<file path="src/rtl/locod_axil_pkg.sv">
// Shared constants and state types for the accelerator control register bank.
package locod_axil_pkg;

    localparam logic [31:0] CTRL_OFF     = 32'h00;
    localparam logic [31:0] STATUS_OFF   = 32'h04;
    localparam logic [31:0] RESULT_OFF   = 32'h08;
    localparam logic [31:0] RSVD_OFF     = 32'h0C;
    localparam logic [31:0] ARG_BASE_OFF = 32'h10;

    localparam logic [1:0] RESP_OKAY   = 2'b00;
    localparam logic [1:0] RESP_SLVERR = 2'b10;

    localparam int BUSY_BIT = 0;
    localparam int DONE_BIT = 1;

    typedef enum logic {W_IDLE, W_RESP} w_state_t;
    typedef enum logic {R_IDLE, R_DATA} r_state_t;

    function automatic logic [31:0] arg_off(input int i);
        return ARG_BASE_OFF + 32'(4 * i);
    endfunction

endpackage

</file>
<file path="src/rtl/axil_slave_if.sv">
// AXI4-Lite channel handling: independent write/read FSMs presenting a simple
// single-cycle register access port to the bank behind it.
module axil_slave_if
    import locod_axil_pkg::*;
#(
    parameter int ADDR_W = 32,
    parameter int DATA_W = 32
) (
    input  logic                clk,
    input  logic                rst,
    input  logic [ADDR_W-1:0]   S_AXI_awaddr,
    input  logic                S_AXI_awvalid,
    output logic                S_AXI_awready,
    input  logic [DATA_W-1:0]   S_AXI_wdata,
    input  logic [DATA_W/8-1:0] S_AXI_wstrb,
    input  logic                S_AXI_wvalid,
    output logic                S_AXI_wready,
    output logic [1:0]          S_AXI_bresp,
    output logic                S_AXI_bvalid,
    input  logic                S_AXI_bready,
    input  logic [ADDR_W-1:0]   S_AXI_araddr,
    input  logic                S_AXI_arvalid,
    output logic                S_AXI_arready,
    output logic [DATA_W-1:0]   S_AXI_rdata,
    output logic [1:0]          S_AXI_rresp,
    output logic                S_AXI_rvalid,
    input  logic                S_AXI_rready,
    output logic                reg_wr_en,
    output logic [ADDR_W-1:0]   reg_wr_addr,
    output logic [DATA_W-1:0]   reg_wr_data,
    output logic [DATA_W/8-1:0] reg_wr_strb,
    input  logic                reg_wr_err,
    output logic                reg_rd_en,
    output logic [ADDR_W-1:0]   reg_rd_addr,
    input  logic [DATA_W-1:0]   reg_rd_data,
    input  logic                reg_rd_err
);

    w_state_t             w_state;
    r_state_t             r_state;
    logic                 aw_lat, w_lat;
    logic [ADDR_W-1:0]    awaddr_q;
    logic [DATA_W-1:0]    wdata_q;
    logic [DATA_W/8-1:0]  wstrb_q;
    logic                 aw_hs, w_hs, aw_have, w_have;

    assign aw_hs   = S_AXI_awvalid && S_AXI_awready;
    assign w_hs    = S_AXI_wvalid && S_AXI_wready;
    assign aw_have = aw_lat || aw_hs;
    assign w_have  = w_lat || w_hs;

    // Commit happens on the edge that completes the second of the two handshakes.
    assign reg_wr_en   = (w_state == W_IDLE) && aw_have && w_have;
    assign reg_wr_addr = aw_lat ? awaddr_q : S_AXI_awaddr;
    assign reg_wr_data = w_lat ? wdata_q : S_AXI_wdata;
    assign reg_wr_strb = w_lat ? wstrb_q : S_AXI_wstrb;

    assign reg_rd_en   = S_AXI_arvalid && S_AXI_arready;
    assign reg_rd_addr = S_AXI_araddr;

    always_ff @(posedge clk or posedge rst) begin
        if (rst) begin
            w_state       <= W_IDLE;
            aw_lat        <= 1'b0;
            w_lat         <= 1'b0;
            awaddr_q      <= '0;
            wdata_q       <= '0;
            wstrb_q       <= '0;
            S_AXI_awready <= 1'b0;
            S_AXI_wready  <= 1'b0;
            S_AXI_bvalid  <= 1'b0;
            S_AXI_bresp   <= RESP_OKAY;
        end else begin
            case (w_state)
                W_IDLE: begin
                    if (reg_wr_en) begin
                        w_state       <= W_RESP;
                        aw_lat        <= 1'b0;
                        w_lat         <= 1'b0;
                        S_AXI_awready <= 1'b0;
                        S_AXI_wready  <= 1'b0;
                        S_AXI_bvalid  <= 1'b1;
                        S_AXI_bresp   <= reg_wr_err ? RESP_SLVERR : RESP_OKAY;
                    end else begin
                        if (aw_hs) begin
                            aw_lat   <= 1'b1;
                            awaddr_q <= S_AXI_awaddr;
                        end
                        if (w_hs) begin
                            w_lat   <= 1'b1;
                            wdata_q <= S_AXI_wdata;
                            wstrb_q <= S_AXI_wstrb;
                        end
                        S_AXI_awready <= !aw_have;
                        S_AXI_wready  <= !w_have;
                    end
                end
                W_RESP: begin
                    if (S_AXI_bready) begin
                        w_state       <= W_IDLE;
                        S_AXI_bvalid  <= 1'b0;
                        S_AXI_awready <= 1'b1;
                        S_AXI_wready  <= 1'b1;
                    end
                end
            endcase
        end
    end

    always_ff @(posedge clk or posedge rst) begin
        if (rst) begin
            r_state       <= R_IDLE;
            S_AXI_arready <= 1'b0;
            S_AXI_rvalid  <= 1'b0;
            S_AXI_rdata   <= '0;
            S_AXI_rresp   <= RESP_OKAY;
        end else begin
            case (r_state)
                R_IDLE: begin
                    if (reg_rd_en) begin
                        r_state       <= R_DATA;
                        S_AXI_arready <= 1'b0;
                        S_AXI_rvalid  <= 1'b1;
                        S_AXI_rdata   <= reg_rd_data;
                        S_AXI_rresp   <= reg_rd_err ? RESP_SLVERR : RESP_OKAY;
                    end else begin
                        S_AXI_arready <= 1'b1;
                    end
                end
                R_DATA: begin
                    if (S_AXI_rready) begin
                        r_state       <= R_IDLE;
                        S_AXI_rvalid  <= 1'b0;
                        S_AXI_arready <= 1'b1;
                    end
                end
            endcase
        end
    end

endmodule

</file>
<file path="src/rtl/axil_accel_ctrl_regs.sv">
// AXI4-Lite control register bank for the accelerator: start pulse, args,
// busy/done handshake and captured result.
module axil_accel_ctrl_regs
    import locod_axil_pkg::*;
#(
    parameter int                        AXI_DATA_WIDTH = 32,
    parameter int                        AXI_ADDR_WIDTH = 32,
    parameter int                        NB_ARGS        = 8,
    parameter logic [AXI_ADDR_WIDTH-1:0] BASE_ADDR      = '0
) (
    input  logic                              clk,
    input  logic                              rst,
    input  logic [AXI_ADDR_WIDTH-1:0]         S_AXI_awaddr,
    input  logic [2:0]                        S_AXI_awprot,
    input  logic                              S_AXI_awvalid,
    output logic                              S_AXI_awready,
    input  logic [AXI_DATA_WIDTH-1:0]         S_AXI_wdata,
    input  logic [AXI_DATA_WIDTH/8-1:0]       S_AXI_wstrb,
    input  logic                              S_AXI_wvalid,
    output logic                              S_AXI_wready,
    output logic [1:0]                        S_AXI_bresp,
    output logic                              S_AXI_bvalid,
    input  logic                              S_AXI_bready,
    input  logic [AXI_ADDR_WIDTH-1:0]         S_AXI_araddr,
    input  logic [2:0]                        S_AXI_arprot,
    input  logic                              S_AXI_arvalid,
    output logic                              S_AXI_arready,
    output logic [AXI_DATA_WIDTH-1:0]         S_AXI_rdata,
    output logic [1:0]                        S_AXI_rresp,
    output logic                              S_AXI_rvalid,
    input  logic                              S_AXI_rready,
    output logic                              accel_start,
    output logic [NB_ARGS*AXI_DATA_WIDTH-1:0] accel_args,
    input  logic                              accel_done,
    input  logic [AXI_DATA_WIDTH-1:0]         accel_result
);

    localparam int AW     = AXI_ADDR_WIDTH;
    localparam int DW     = AXI_DATA_WIDTH;
    localparam int STRB_W = DW / 8;

    logic              reg_wr_en, reg_wr_err, reg_rd_en, reg_rd_err;
    logic [AW-1:0]     reg_wr_addr, reg_rd_addr, wr_al, rd_al;
    logic [DW-1:0]     reg_wr_data, reg_rd_data;
    logic [STRB_W-1:0] reg_wr_strb;

    logic                         busy, done, busy_after_done, start_fire, done_clr, wr_hit;
    logic [DW-1:0]                result;
    logic [NB_ARGS-1:0][DW-1:0]   args;
    logic                         unused_ok;

    assign unused_ok = ^{S_AXI_awprot, S_AXI_arprot, reg_rd_en};

    // Word-aligned offset from the window base; addr[1:0] never selects anything.
    function automatic logic [AW-1:0] word_off(input logic [AW-1:0] a);
        return (a - BASE_ADDR) & ~AW'(3);
    endfunction

    function automatic logic addr_ok(input logic [AW-1:0] a);
        if (a < BASE_ADDR) return 1'b0;
        return word_off(a) < AW'(ARG_BASE_OFF) + AW'(4 * NB_ARGS);
    endfunction

    axil_slave_if #(.ADDR_W(AW), .DATA_W(DW)) u_if (
        .clk(clk), .rst(rst),
        .S_AXI_awaddr(S_AXI_awaddr), .S_AXI_awvalid(S_AXI_awvalid), .S_AXI_awready(S_AXI_awready),
        .S_AXI_wdata(S_AXI_wdata), .S_AXI_wstrb(S_AXI_wstrb), .S_AXI_wvalid(S_AXI_wvalid),
        .S_AXI_wready(S_AXI_wready), .S_AXI_bresp(S_AXI_bresp), .S_AXI_bvalid(S_AXI_bvalid),
        .S_AXI_bready(S_AXI_bready), .S_AXI_araddr(S_AXI_araddr), .S_AXI_arvalid(S_AXI_arvalid),
        .S_AXI_arready(S_AXI_arready), .S_AXI_rdata(S_AXI_rdata), .S_AXI_rresp(S_AXI_rresp),
        .S_AXI_rvalid(S_AXI_rvalid), .S_AXI_rready(S_AXI_rready),
        .reg_wr_en(reg_wr_en), .reg_wr_addr(reg_wr_addr), .reg_wr_data(reg_wr_data),
        .reg_wr_strb(reg_wr_strb), .reg_wr_err(reg_wr_err),
        .reg_rd_en(reg_rd_en), .reg_rd_addr(reg_rd_addr), .reg_rd_data(reg_rd_data),
        .reg_rd_err(reg_rd_err)
    );

    assign wr_al      = word_off(reg_wr_addr);
    assign rd_al      = word_off(reg_rd_addr);
    assign reg_wr_err = !addr_ok(reg_wr_addr);
    assign wr_hit     = reg_wr_en && !reg_wr_err;

    // A completion landing with a START write is applied first, so the START sees BUSY=0.
    assign busy_after_done = busy && !accel_done;
    assign start_fire = wr_hit && (wr_al == AW'(CTRL_OFF)) && reg_wr_strb[0] &&
                        reg_wr_data[0] && !busy_after_done;
    assign done_clr   = wr_hit && (wr_al == AW'(STATUS_OFF)) && reg_wr_strb[0] &&
                        reg_wr_data[DONE_BIT];

    always_ff @(posedge clk or posedge rst) begin
        if (rst) begin
            busy        <= 1'b0;
            done        <= 1'b0;
            result      <= '0;
            accel_start <= 1'b0;
        end else begin
            accel_start <= start_fire;
            busy        <= start_fire || busy_after_done;
            if (accel_done)
                result <= accel_result;
            if (start_fire)
                done <= 1'b0;
            else if (accel_done)
                done <= 1'b1;
            else if (done_clr)
                done <= 1'b0;
        end
    end

    always_ff @(posedge clk or posedge rst) begin
        if (rst) begin
            args <= '0;
        end else if (wr_hit) begin
            for (int i = 0; i < NB_ARGS; i++)
                if (wr_al == AW'(arg_off(i)))
                    for (int b = 0; b < STRB_W; b++)
                        if (reg_wr_strb[b])
                            args[i][8*b +: 8] <= reg_wr_data[8*b +: 8];
        end
    end

    assign accel_args = args;

    always_comb begin
        reg_rd_data = '0;
        reg_rd_err  = !addr_ok(reg_rd_addr);
        if (!reg_rd_err) begin
            if (rd_al == AW'(STATUS_OFF)) begin
                reg_rd_data[BUSY_BIT] = busy;
                reg_rd_data[DONE_BIT] = done;
            end else if (rd_al == AW'(RESULT_OFF)) begin
                reg_rd_data = result;
            end else begin
                for (int i = 0; i < NB_ARGS; i++)
                    if (rd_al == AW'(arg_off(i)))
                        reg_rd_data = args[i];
            end
        end
    end

endmodule
</file>
<file path="config.mk">
export PLATFORM = sky130hd
export DESIGN_NAME = axil_accel_ctrl_regs
export DESIGN_NICKNAME = d
export VERILOG_FILES = /design/src/rtl/locod_axil_pkg.sv /design/src/rtl/axil_slave_if.sv /design/src/rtl/axil_accel_ctrl_regs.sv
export SDC_FILE = /design/constraint.sdc
export NUM_CORES = 1
export LEC_CHECK = 0
export CORE_MARGIN = 3
export CORE_UTILIZATION = 40
export DETAILED_ROUTE_END_ITERATION = 10
export PLACE_DENSITY = 0.71
export SYNTH_ARGS = -nofsm -noshare
export SYNTH_HDL_FRONTEND = slang
export SYNTH_SLANG_ARGS = --single-unit
</file>
<file path="constraint.sdc">
create_clock -name clk -period 13.95 [get_ports clk]
set_clock_uncertainty 0.1 [all_clocks]
set_input_delay 2.79 -clock clk [delete_from_list [all_inputs] [get_ports clk]]
set_output_delay 2.79 -clock clk [all_outputs]
set_load 0.02 [all_outputs]
</file>
**Word-level counts from Yosys, hierarchy flattened**

Index checks and enable logic that the tools add are counted.

- Flip-flop bits (word level): 404
- Bits of input ports: 146

- Order comparisons: 4
- Equality and inequality tests: 23
- Multiplexer cells: 50
- Bitwise operators: 3
- Reductions and logical operators: 65

Operators by type and width:

| operator | count |
|---|---|
| 32-bit 2-to-1 mux | 12 |
| 30-bit by 3-bit == test with 1-bit output, second input constant | 8 |
| 30-bit by 4-bit == test with 1-bit output, second input constant | 8 |
| 3-bit AND reduction | 34 |
| 32-bit by 1-bit < comparator with 1-bit output, second input constant | 2 |
| 32-bit by 6-bit < comparator with 1-bit output, second input constant | 2 |
| 30-bit by 1-bit == test with 1-bit output, second input constant | 2 |
| 32-bit zero test | 1 |
| 30-bit by 2-bit == test with 1-bit output, second input constant | 1 |
| 30-bit 2-to-1 mux | 1 |
| 1-bit 2-to-1 mux | 26 |
| 1-bit logical AND | 14 |
| 1-bit one-hot mux with 2 select lines | 7 |
| 2-bit AND reduction | 6 |
| 2-bit inequality test, second input constant | 4 |
| 2-bit 2-to-1 mux | 3 |
| 1-bit zero test | 4 |
| 4-bit 2-to-1 mux | 1 |
| 2-bit nonzero test | 2 |
| 1-bit logical OR | 3 |
| 1-bit NOT | 3 |
| 3-bit nonzero test | 1 |

**Depth between registers and ports, before layout**

- Depth after elaboration: 12
- Gate-level depth with buffers: 8
- Mapped depth without buffers: 5

**Hierarchy**

Synthesis repeated with hierarchy kept, for this count alone.

- Cell total of the unflattened synthesis: 1408
- Area total of the unflattened synthesis: 19261.0 um2

By module, submodules not included:

| module | times used | cells an instance | area each (um2) | seq. area each (um2) |
|---|---|---|---|---|
| axil_accel_ctrl_regs | 1 | 1047 | 13844.5 | 7282.0 |
| axil_slave_if | 1 | 361 | 5416.4 | 2777.7 |

**Worst setup path before layout**

OpenSTA, ideal clock, no wires.

- Path type: input -> register
- Start point: in S_AXI_awaddr[21]
- End point: reg args (netlist bit accel_args[112])
- Arrival time: 5.144 ns
- Data required time: 13.725 ns
- Path slack: 8.581 ns
- Cell stages on the path: 6
- Path buffers: 1
- Cell sequence: or4_1 nor4_4 o2111ai_4 buf_8 nor4_4 mux2_4

- Cells in the longest elaborated chain, start to end: 6
- Elaborated cells on any way between the ends: 8

RTL lines:

| element | line | text |
|---|---|---|
| from (decl) | axil_accel_ctrl_regs.sv:13 | `input logic [AXI_ADDR_WIDTH-1:0] S_AXI_awaddr,` |
| 32-bit 2-to-1 mux (*) | axil_slave_if.sv:54 | `assign reg_wr_addr = aw_lat ? awaddr_q : S_AXI_awaddr;` |
| 32-bit by 1-bit < comparator with 1-bit output | axil_accel_ctrl_regs.sv:60 | `if (a < BASE_ADDR) return 1'b0;` |
| 1-bit 2-to-1 mux | axil_accel_ctrl_regs.sv:60 |  |
| 1-bit 2-to-1 mux | axil_accel_ctrl_regs.sv:61 | `return word_off(a) < AW'(ARG_BASE_OFF) + AW'(4 * NB_ARGS);` |
| 1-bit logical AND | axil_accel_ctrl_regs.sv:81 | `assign wr_hit = reg_wr_en && !reg_wr_err;` |
| 3-bit AND reduction (no line) (*) | - |  |
| to (signal, indexed assignment) | axil_accel_ctrl_regs.sv:118 | `args[i][8*b +: 8] <= reg_wr_data[8*b +: 8];` |
| to (decl) | axil_accel_ctrl_regs.sv:49 | `logic [NB_ARGS-1:0][DW-1:0] args;` |

Every way passes the cells marked *; elsewhere a longest branch is shown, timed or not.
A chain may end at the register's enable or synchronous reset.

**Worst setup path after layout**

- Start point: in S_AXI_awaddr[7]
- End point: reg args (netlist bit accel_args[11])

Same word-level chain as after synthesis.

==> summary.txt <==
Synth
  – Cells after synthesis: roughly 1500
  – Ys Warns: 0
  – Most used DFF post-synth: dfrtp_1
  – EDFF count, synth: 0
  – Syn Area/Cell: 12.81 um^2
  – Synth Register Bits: 400
  – Dominant cells by area after synthesis: dfrtp_1 52%, mux2_2 22%, nor4_4 3.7%
  – Sequential-to-total area share from yosys stat: 0.5174
  – Synth top area share: 0.5174
  – Synth area leader: dfrtp_1
  – Synth cell types: between 50 and 60
  – Mapped Area: around 19000 um^2
  – Fraction of registers with async set/reset: 1.000

Timing
  – Worst-Margin Slew: about 1.3 ns
  – Hold_ws: ~0.38 ns
  – Final setup margin: just under 8 ns
  – Hold Fails Final Rpt: 0
  – Number of setup violations in the final report: 0
  – Fin crit share: 0.4357
  – Final TNS setup: 0 ns
  – Final Slew Violations: 0
  – FMAX: between 0.15 and 0.2 GHz
  – Tmin final: slightly above 6 ns
  – RSZ-0062 raised after global routing: false
  – Slew HR: 0.1468

Drt
  – WL final: approximately 71000 um
  – Vias: approximately 15000
  – Avg WL per Cell: 27.52 um
  – First-pass DRT Iterations: 5
  – Iteration-0 DRC Markers: roughly 1200
  – # DRC: 0
  – Vias per inst: about 6.0
  – Antenna viol nets, final: 0

Final layout
  – Final nets: roughly 2100
  – Commonest non-fill, non-tap cell in the layout: clkdlybuf4s50_1
  – Leading cell types in the layout, fill and taps excluded: 430 x clkdlybuf4s50_1, 400 x dfrtp_1, 382 x mux2_2, 85 x a21oi_1, 65 x a22oi_1
  – Area growth syn-to-layout: 33.56%
  – Core Util, Final: 0.5481
  – Share of post-route cells with drive strength above 1: 0.2940

Floorplanning
  – DIE AREA: between 50000 and 60000 um^2
  – Die outline width: 225.9 um
  – I/O pin cnt: roughly 440
  – Chip height: between 200 and 250 um
  – Core Region: 47150 um^2
  – Row count: a little under 80
  – Initial core utilization: 0.4103

Placed design
  – Port Buffers: 431
  – Gpl congestion: about 0.95
  – Post-DP HPWL: just over 50000 um
  – Post-Place Worst Slack: about 7.3 ns

Global routing
  – Grt total ovfl: 0
  – Pin count of the biggest net entering global routing: between 70 and 80
  – Initial antenna violation count: 3
  – First-pass GRT wire length: around 100000 um
  – Vias in the first global route: roughly 16000
  – Total track usage: 0.2728

CTS
  – Maximum root-to-sink buffer count: 3
  – Num CTS Buffers: 45
  – Clock Pin Slew Worst Setup and Hold Paths: approximately 0.060 ns
  – Post-CTS sizing: 0
  – Clk root buf: clkbuf_16
  – CTS HTree Levels: 2
  – CTS tree: done
  – Post-CTS setup repair buffer count: 0
  – Cts hold-fix bufs: 0
  – CTS Sinks: 400
  – Worst-Skew Late Latency: ~0.58 ns

Setup path
  – Critical path class: primary input to flip-flop
  – Critical Path Fanout Max: 10
  – Worst EP arrival: between 6 and 7 ns
  – Crit. End Element: flip-flop
  – Critical Path RT: 14.31 ns
  – Worst setup SP type: primary input

Power
  – Pwr per Cell Area: between 100 and 150 nW/um^2
  – Leakage Power: between 0.01 and 0.015 uW
  – Peak VDD IR: about 84 uV

Job
  – Maxcap violations: 0

Hold path
  – Tightest Hold Check Type: flip-flop to flip-flop

Run status
  – Outcome: finished, final reports clean
## sequential cells by signal, summed over array words and instances (netlist names), 4 cells and up
name              count
result               32
u_if.awaddr_q        30
u_if.wstrb_q          4
u_if.wdata_q         32
u_if.S_AXI_rdata     32
accel_args          256
## critical path: stages
cell	delay, ns
clkdlybuf4s50_1	0.42
or4_1	0.66
nor4b_2	0.81
o21ai_1	0.48
nor4_4	0.84
mux2_2	0.42
## report_power, final
group          total, uW  switching, uW  internal [uW]
Clock               1190            484            703
Combinational        593            349            244
Sequential          1350           72.9           1280
Total               3130            905           2230
## cells in the mapped netlist, types with 5 or more instances
cell,count
dfrtp_1,400
nor2_1,18
o21ai_0,38
buf_2,6
o2111ai_1,8
nor3_1,13
nor4_1,16
or2_2,29
o31a_1,27
nor4_4,34
o2bb2ai_1,27
mux2_2,382
mux2_4,8
o211ai_1,42
a21oi_1,85
buf_1,16
o31ai_1,27
nand2_1,48
mux2_1,6
nand4_1,31
nor2b_1,8
nand3_1,34
nand2b_1,5
inv_1,7
a22oi_1,65
or4_1,6
clkbuf_1,72
## area by class of cell
class                   instances  area, um^2
fillers                      4016       21310
flip-flops and latches        400       10010
multi-input cells            1006        9012
repair buffers                464        4557
clock buffers                  64        1300
well taps                     607       759.5
clock inverters                15       167.7
inverters                       7       30.03
diodes                          2       5.005
## worst paths after layout
kind / to / startpoint / cells past startpoint / slack (ns)
setup / recovery: accel_args[11] / S_AXI_awaddr[7] / 6 / 7.87
hold / removal: u_if.S_AXI_rdata[0] / u_if.S_AXI_rdata[0] / 2 / 0.38
setup reg to reg: accel_args[237] / u_if.aw_lat / 5 / 9.83
hold reg to reg: u_if.S_AXI_rdata[0] / u_if.S_AXI_rdata[0] / 2 / 0.38
max in group asynchronous: result[17] / rst / 5 / 8.77
min in group asynchronous: u_if.awaddr_q[26] / rst / 3 / 2.67
## stage by stage
stage	instances	power, uW	cell area [um^2]
final	2565	3133	25840
after CTS	2563	3159	25840
after detailed placement	2484	1968	24370
after floorplan	1511	1727	19350
after global placement	2484	1943	24370
after global routing	2565	3257	25840
## cell families after synthesis
logic type	Yosys count	share of synthesized area
simple gates	260	0.1023
compound gates	344	0.1235
mux	400	0.2348
other cells	1	0.0001938
flops	400	0.5174
buf+inv	105	0.02192
## metal layers
metal,part of all wire,track usage
met1,0.38,0.3310
met2,0.50,0.4654
met3,0.085,0.07786
met4,0.035,0.09553
met5,0.00028,0
Note: power is estimated with default switching activity, not from simulation.
==> patch, RTL diff (same settings) <==
`AXI_ADDR_WIDTH`: 32 -> 36.
--- a/src/rtl/axil_accel_ctrl_regs.sv
+++ b/src/rtl/axil_accel_ctrl_regs.sv
@@ -4,7 +4,7 @@
     import locod_axil_pkg::*;
 #(
     parameter int                        AXI_DATA_WIDTH = 32,
-    parameter int                        AXI_ADDR_WIDTH = 32,
+    parameter int                        AXI_ADDR_WIDTH = 36,
     parameter int                        NB_ARGS        = 8,
     parameter logic [AXI_ADDR_WIDTH-1:0] BASE_ADDR      = '0
 ) (
Ports: changed (resized S_AXI_araddr and S_AXI_awaddr); port bits go from 444 to 452. No check against the original RTL was run, so the function may have changed too.
==> patch against the original RTL <==
- sequential share of layout area up 1.7 points
- first-iteration DRC count is 19% higher
- sequential cell count is 4 higher
- routed wire length fell by 1.6%
- final area fell by 3.1%
- global-route usage up 0.70 points
- critical path depth grew 2
- worst setup slack lost 0.33 ns
- register-to-register slack got worse by 0.09 ns
- area after synthesis decreased by 5.1%
- cell count shrank 4.8%
- total power is 1.2% lower
- critical endpoint is now u_if.S_AXI_rdata[1]
- largest power group unchanged
==> patch: results <==
{
  "outcome": "finished, final reports clean",
  "gr-usage-all-layers": 0.280,
  "first_pass_iters": 6,
  "cp_max_fo": 16,
  "synth-seq-area-share": 0.550,
  "cts_inserted_buffers": 45,
  "drive_gt1_frac": 0.298,
  "pre_cts_ws_ns": 6.98,
  "yosysWarnings": 0,
  "grt_max_degree": 178,
  "synthTopCellsByCount": "dfrtp_1, mux2_2, nand2_1, clkbuf_1",
  "reg2reg_slack_ns": 9.74,
  "r2r_start": "u_if.aw_lat",
  "slowest_delay_ns": 1.12,
  "async_reset_ff_frac": 1.00,
  "reg2reg_depth": 6,
  "via_per_inst": 5.89,
  "worst_path_max_delay_cell": "nor3_4",
  "arrival_ns": 6.82,
  "htreeDepth": 2,
  "crit_start": "S_AXI_araddr[3]",
  "wl_um": 69400,
  "r2r_end": "accel_args[8]",
  "grt_pass1_vias": 14700,
  "p_leak_nw": 10.7,
  "port_buffers": 439,
  "synth_flop_cell": "dfrtp_1",
  "nets": 1965,
  "endpoint": "u_if.S_AXI_rdata[1]",
  "irDropWorstVdd_uv": 94.9,
  "end_kind": "flop",
  "grt_pass1_wl_um": 98700,
  "antenna_found_initial": 8,
  "tightest_slew_ns": 1.31,
  "synth_cell_types": 62,
  "cts_root_buf": "clkbuf_16",
  "dp_hpwl_um": 47000,
  "num-fill-cells": 3795,
  "drt_iter0_markers": 1421,
  "post_cts_resized": 0,
  "place_congestion": 0.830,
  "placed_area_um2": 23500,
  "clk_latency_ns": 0.58,
  "finalWorstSetupSlack_ns": 7.54,
  "synth_area_leaders": "dfrtp_1, mux2_2, nor3_4",
  "post-cts-setup-buffer-count": 0,
  "largest_reg_flops": 256
}
==> patch: kinds of logic (layout without fill, tap and decap cells) <==
kind of cell | count (synthesis) | after routing | share of synthesized area
AO/OA/AOI/OAI | 238 | 238 | 0.0985
XOR/XNOR | 1 | 1 | 0.000477
buffers and inverters | 73 | 556 | 0.0173
flip-flops | 404 | 404 | 0.550
multiplexers | 395 | 395 | 0.243
other | 1 | 6 | 0.000204
AND/OR/NAND/NOR | 250 | 250 | 0.0905
==> patch: how the worst min path moves through the flow <==
stage	from	end	slack, ns	depth (start not counted)
global route	u_if.awaddr_q[27]	u_if.awaddr_q[27]	0.41	1
global placement	u_if.S_AXI_rvalid	u_if.S_AXI_rvalid	0.36	2
detailed placement	u_if.S_AXI_rvalid	u_if.S_AXI_rvalid	0.36	2
CTS	u_if.S_AXI_rvalid	u_if.S_AXI_rvalid	0.38	2
finish	u_if.S_AXI_rvalid	u_if.S_AXI_rvalid	0.37	2
floorplan	u_if.r_state	u_if.S_AXI_arready	0.35	1
==> patch: where the power goes <==
group	switching (mW)	internal, mW	leakage [nW]
Sequential	0.0774	1.30	5.39
Clock	0.485	0.698	0.734
Combinational	0.300	0.237	4.53
Total	0.863	2.23	10.7
==> patch: tightest hold or removal path: cells and delay by family (launching register included) <==
kind	cells	cell delay (ns)
simple gates	2	0.10
flops	1	0.34
==> patch: per-stage QoR <==
stage                     cells   util
after global routing       2442  0.559
final                      2442  0.559
after floorplan            1363      -
after global placement     2356  0.526
after detailed placement   2356  0.526
after CTS                  2438  0.559
==> patch: cell type report <==
type                    count  area (um2)  area share
repair buffers            468        4630       0.185
flip-flops and latches    404       10100       0.404
clock buffers              68        1380      0.0549
multi-input cells         886        8040       0.321
inverters                   6        26.3     0.00105
clock inverters            14         104     0.00415
diodes                      4        10.0    0.000400
well taps                 592         741      0.0296
==> patch: layer usage <==
metal | vias to the layer above | global-route usage | share of wire
met5 | - | 0 | 0.00098
met3 | 137 | 0.0829 | 0.095
li1 | 6136 | - | -
met1 | 7406 | 0.362 | 0.40
met4 | 8 | 0.104 | 0.035
met2 | 697 | 0.447 | 0.47
